<file path="config.mk">
export PLATFORM = sky130hd
export DESIGN_NAME = unified_mem_arbiter
export DESIGN_NICKNAME = d
export VERILOG_FILES = /design/src/rtl/unified_mem_arbiter.sv
export SDC_FILE = /design/constraint.sdc
export NUM_CORES = 1
export LEC_CHECK = 0
export ABC_AREA = 0
export ABC_CLOCK_PERIOD_IN_PS = 3650
export BUFFER_PORTS_ARGS = -buffer_cell sky130_fd_sc_hd__buf_2
export CORE_MARGIN = 4
export CORE_UTILIZATION = 40
export CTS_CLUSTER_DIAMETER = 200
export CTS_CLUSTER_SIZE = 28
export DETAILED_ROUTE_END_ITERATION = 12
export PLACE_DENSITY = 0.82
export SYNTH_ARGS = -nofsm -noshare
export SYNTH_HDL_FRONTEND = slang
export SYNTH_SLANG_ARGS = --single-unit
export TNS_END_PERCENT = 50
</file>
<file path="constraint.sdc">
create_clock -name clk -period 3.65 [get_ports clk]
set_input_delay 0.365 -clock clk [delete_from_list [all_inputs] [get_ports clk]]
set_output_delay 0.365 -clock clk [all_outputs]
set_load 0.03 [all_outputs]
</file>
<file path="src/rtl/unified_mem_arbiter.sv">
// Two-port (fetch/data) arbiter onto one single-cycle-latency memory, alternating priority on conflict.
// Optional grant/conflict counters are built when the ARB_STATS_EN macro is defined.
module unified_mem_arbiter #(
  parameter int AW = 6,
  parameter int DW = 16
) (
  input  logic          clk,
  input  logic          rst,
  input  logic          if_req,
  input  logic [AW-1:0] if_addr,
  output logic          if_gnt,
  output logic          if_valid,
  output logic [DW-1:0] if_rdata,
  input  logic          d_req,
  input  logic          d_we,
  input  logic [AW-1:0] d_addr,
  input  logic [DW-1:0] d_wdata,
  output logic          d_gnt,
  output logic          d_valid,
  output logic [DW-1:0] d_rdata,
  output logic          m_en,
  output logic          m_we,
  output logic [AW-1:0] m_addr,
  output logic [DW-1:0] m_wdata,
  input  logic [DW-1:0] m_rdata,
`ifdef ARB_STATS_EN
  input  logic          stat_clr,
  output logic [15:0]   stat_if_cnt,
  output logic [15:0]   stat_d_cnt,
  output logic [15:0]   stat_conf_cnt,
`endif
  output logic          busy
);

  typedef enum logic [1:0] {IDLE, ACC, RESP} state_t;

  state_t        r_state;
  logic          r_winD;
  logic          r_lastD;
  logic [AW-1:0] r_addr;
  logic [DW-1:0] r_wdata;
  logic          r_ifGnt;
  logic          r_dGnt;
  logic          r_ifValid;
  logic          r_dValid;
  logic          r_mEn;
  logic          r_mWe;

  logic w_arb;
  logic w_anyReq;
  logic w_pickD;

  // Requests are only looked at outside ACC, so a requester still holding req in its gnt cycle is ignored
  assign w_arb    = (r_state != ACC);
  assign w_anyReq = if_req | d_req;
  assign w_pickD  = d_req & (~if_req | ~r_lastD);

  always_ff @(posedge clk or negedge rst) begin
    if (!rst) begin
      r_state   <= IDLE;
      r_winD    <= 1'b0;
      r_lastD   <= 1'b0;
      r_addr    <= '0;
      r_wdata   <= '0;
      r_ifGnt   <= 1'b0;
      r_dGnt    <= 1'b0;
      r_ifValid <= 1'b0;
      r_dValid  <= 1'b0;
      r_mEn     <= 1'b0;
      r_mWe     <= 1'b0;
    end else begin
      r_ifGnt   <= 1'b0;
      r_dGnt    <= 1'b0;
      r_ifValid <= 1'b0;
      r_dValid  <= 1'b0;
      r_mEn     <= 1'b0;
      r_mWe     <= 1'b0;
      case (r_state)
        ACC: begin
          r_state   <= RESP;
          r_ifValid <= ~r_winD;
          r_dValid  <= r_winD;
        end
        default: begin
          if (w_anyReq) begin
            r_state <= ACC;
            r_winD  <= w_pickD;
            r_lastD <= w_pickD;
            r_addr  <= w_pickD ? d_addr : if_addr;
            r_wdata <= w_pickD ? d_wdata : '0;
            r_ifGnt <= ~w_pickD;
            r_dGnt  <= w_pickD;
            r_mEn   <= 1'b1;
            r_mWe   <= w_pickD & d_we;
          end else begin
            r_state <= IDLE;
          end
        end
      endcase
    end
  end

  assign if_gnt   = r_ifGnt;
  assign d_gnt    = r_dGnt;
  assign if_valid = r_ifValid;
  assign d_valid  = r_dValid;
  assign m_en     = r_mEn;
  assign m_we     = r_mWe;
  assign m_addr   = r_addr;
  assign m_wdata  = r_wdata;
  assign busy     = (r_state != IDLE);

  // Memory read data flows straight through to the winner in the response cycle
  assign if_rdata = r_ifValid ? m_rdata : '0;
  assign d_rdata  = r_dValid  ? m_rdata : '0;

`ifdef ARB_STATS_EN
  logic [15:0] r_ifCnt;
  logic [15:0] r_dCnt;
  logic [15:0] r_confCnt;
  logic        w_conf;

  assign w_conf = w_arb & if_req & d_req;

  // Saturating counters; a clear in the same cycle as an event discards the event
  always_ff @(posedge clk or negedge rst) begin
    if (!rst) begin
      r_ifCnt   <= '0;
      r_dCnt    <= '0;
      r_confCnt <= '0;
    end else if (stat_clr) begin
      r_ifCnt   <= '0;
      r_dCnt    <= '0;
      r_confCnt <= '0;
    end else begin
      if (r_ifGnt && (r_ifCnt != 16'hFFFF))
        r_ifCnt <= r_ifCnt + 16'd1;
      if (r_dGnt && (r_dCnt != 16'hFFFF))
        r_dCnt <= r_dCnt + 16'd1;
      if (w_conf && (r_confCnt != 16'hFFFF))
        r_confCnt <= r_confCnt + 16'd1;
    end
  end

  assign stat_if_cnt   = r_ifCnt;
  assign stat_d_cnt    = r_dCnt;
  assign stat_conf_cnt = r_confCnt;
`endif

endmodule

</file>
==> results.py <==
metrics = {
    "status": {
        "status": "complete, no violations",
    },
    "finish": {
        "nets": 268,
        "fillers": 285,
        "final_area_mm2": 0.001959,
        "drive_gt1_share_pct": 55.00,
        "area_delta_synth_final_pct": 45.54,
        "final_util_pct": 62.64,
        "diodes": 0,
    },
    "yosys": {
        "syn_inst": 110,
        "syn_nets": 159,
        "yosysSeqAreaShare_pct": 55.76,
        "avgSynthCellArea_um2": 12.24,
        "synth_seq_cells": 30,
        "synth_top_area_cell": "dfrtp_1",
        "synthTopCellsByArea": "dfrtp_1 56%, and2_1 16%, a22o_1 10%",
        "synth_area_mm2": 0.001346,
        "yosys_warnings": 0,
        "synth_cell_types": 20,
        "yosysTopAreaCellShare_pct": 55.76,
    },
    "critical_path": {
        "worstSetupPathType": "register to output port",
        "critPathRequiredTime_ns": 3.28,
        "crit_fanout": 17,
        "cp-startpoint": "if_valid",
        "endpoint_kind": "output port",
        "cp_cell_sequence": "and2_1 > buf_2",
        "path_buf_inv": 1,
        "slowest_stage": "dfrtp_1",
        "worstPathArrival_ns": 1.27,
        "r2r-start": "r_state[0]",
        "slowest_delay_ns": 0.57,
        "path_delay_family": "flip-flops",
        "start_kind": "register",
    },
    "placement": {
        "numPortBuffers": 109,
        "place_area_mm2": 0.001899,
        "dp_hpwl_um": 2904,
        "preCtsSetupSlack_ns": 2.049,
        "globalplace.congestion": 0.7077,
    },
    "sta": {
        "slew_headroom_pct": 37.40,
        "drv_slew": 0,
        "setup_tns_ns": 0,
        "rsz0062_at_grt": "false",
        "timing.hold.ws_ns": 0.05432,
        "period_minus_slack_ns": 1.637,
        "clock.fmax_ghz": 0.6108,
        "setup_violations": 0,
        "worstMarginPinSlew_ns": 0.9389,
        "timing.final.ws_setup_ns": 2.013,
        "period_share_pct": 44.86,
        "skew_ns": 0.005524,
        "finalHoldViolations": 0,
    },
    "cts": {
        "htreeDepth": 2,
        "cts-root-buf": "clkbuf_4",
        "clock_latency_ns": 0.32,
        "cts_tree": "yes",
        "cts.sinks": 30,
        "clkTransAtPathRegs_ns": 0.09,
        "hold_buffers": 0,
        "cts_buffer_depth": 2,
        "ctsResizeCount": 0,
        "cts_setup_buffers": 0,
        "numCtsBuffers": 5,
    },
    "die": {
        "core-area_mm2": 0.003128,
        "die_x_um": 66.02,
        "rows": 20,
        "die-area_mm2": 0.004358,
        "die_h_um": 66.02,
        "io_pins": 110,
        "start_util_pct": 43.04,
    },
    "min_path": {
        "hp-class": "primary input to asynchronous set/reset pin",
    },
    "global_routing": {
        "grt_max_degree": 31,
        "gr-usage-met3_pct": 8.333,
        "top_usage_layer": "met2",
        "grt.total_usage_pct": 17.50,
        "antenna_found_initial": 0,
        "grtUsageMet2_pct": 30.54,
        "overflow": 0,
        "grt_pass1_vias": 1280,
        "grt_use_met1_pct": 18.30,
        "grt_pass1_wl_um": 5761,
    },
    "pwr": {
        "p_leak_nw": 1.161,
        "p_per_area_mw_per_mm2": 846.9,
        "ir_drop_v": 0.0004522,
    },
    "drt": {
        "drc": 0,
        "drt-total-wl_um": 3652,
        "wl_per_cell_um": 13.83,
        "firstDrtPassIters": 4,
        "initialDrtViolationCount": 22,
        "viasPerCell": 4.716,
        "drtAntennaViolNets": 0,
        "vias": 1245,
    },
    "flow_run": {
        "drv_cap": 0,
    },
}
-- flip-flops by register name, indices dropped and copies added (netlist names) --
signal	cells
m_wdata	16
m_addr	6
r_state	2
d_gnt	1
d_valid	1
if_gnt	1
if_valid	1
m_we	1
r_lastD	1
-- synth_stat cells, drive strengths merged --
| master | number |
|---|---|
| a21o | 1 |
| inv | 2 |
| and2 | 34 |
| dfrtp | 30 |
| nor3b | 6 |
| nand2b | 2 |
| a22o | 16 |
| clkbuf | 3 |
| and3 | 1 |
| nor2 | 2 |
| or2 | 1 |
| a21bo | 1 |
| a221o | 6 |
| buf | 4 |
| o21ai | 1 |
-- kinds of logic after synthesis --
group | Yosys count | synth area share [%]
AOI/OAI and AO/OA | 25 | 16.82
and+or+nand+nor | 46 | 23.33
DFF | 30 | 55.76
buffers and inverters | 9 | 4.088
-- placed cells by master, fill, tap and decap left out --
cell type,instances
a21bo_1,1
a21o_1,1
a221o_1,6
a22o_1,16
and2_1,34
and3_1,1
buf_2,109
clkbuf_1,1
clkbuf_4,5
clkbuf_8,1
clkinv_2,1
dfrtp_1,30
inv_1,1
inv_2,1
nand2b_1,1
nand2b_4,1
nor2_1,1
nor2_8,1
nor3b_1,6
o21ai_2,1
or2_2,1
-- power breakdown --
group          internal (W)  switching [W]  total [W]  leakage [nW]
clock             0.0000932       0.000110   0.000203        0.0353
combinational      0.000297       0.000600   0.000897         0.743
sequential         0.000462      0.0000969   0.000559         0.383
-- final timing paths --
kind                                endpoint  cells past startpoint  slack, ns
worst max-delay path            if_rdata[15]                      2       2.01
worst min-delay path               m_addr[5]                      1       0.05
worst max register to register     m_addr[1]                      3       2.32
worst min register to register      if_valid                      1       0.50
max in group asynchronous         m_wdata[0]                      1       3.18
min in group clk                  m_wdata[2]                      2       0.25
-- layer usage --
layer / up-vias / part of all wire, %
li1: 600 / -
met5: - / 0
met2: 79 / 49
met3: 7 / 15
met1: 559 / 36
met4: 0 / 1.1
-- worst reg2reg max path, cell delays in order (launching register included) --
cell and delay, ns:
dfrtp_1 0.42, nand2b_4 0.10, o21ai_2 0.26, a221o_1 0.44
-- final cells by class --
| class | instances | area, um2 | share of cell area [%] |
|---|---|---|---|
| Multi-Input combinational cell | 71 | 540.5 | 27.59 |
| Timing Repair Buffer | 109 | 545.5 | 27.84 |
| Inverter | 2 | 7.507 | 0.3831 |
| Clock buffer | 7 | 55.05 | 2.810 |
| Sequential cell | 30 | 750.7 | 38.31 |
| Clock inverter | 1 | 5.005 | 0.2554 |
| Tap cell | 44 | 55.05 | 2.810 |
-- metrics by stage --
step                      instances  power (W)
after global placement          256   0.001456
after global routing            264   0.001763
final                           264   0.001659
after CTS                       264   0.001679
after floorplan                 110   0.001213
after detailed placement        256   0.001473
Note: power is estimated with default switching activity, not from simulation.
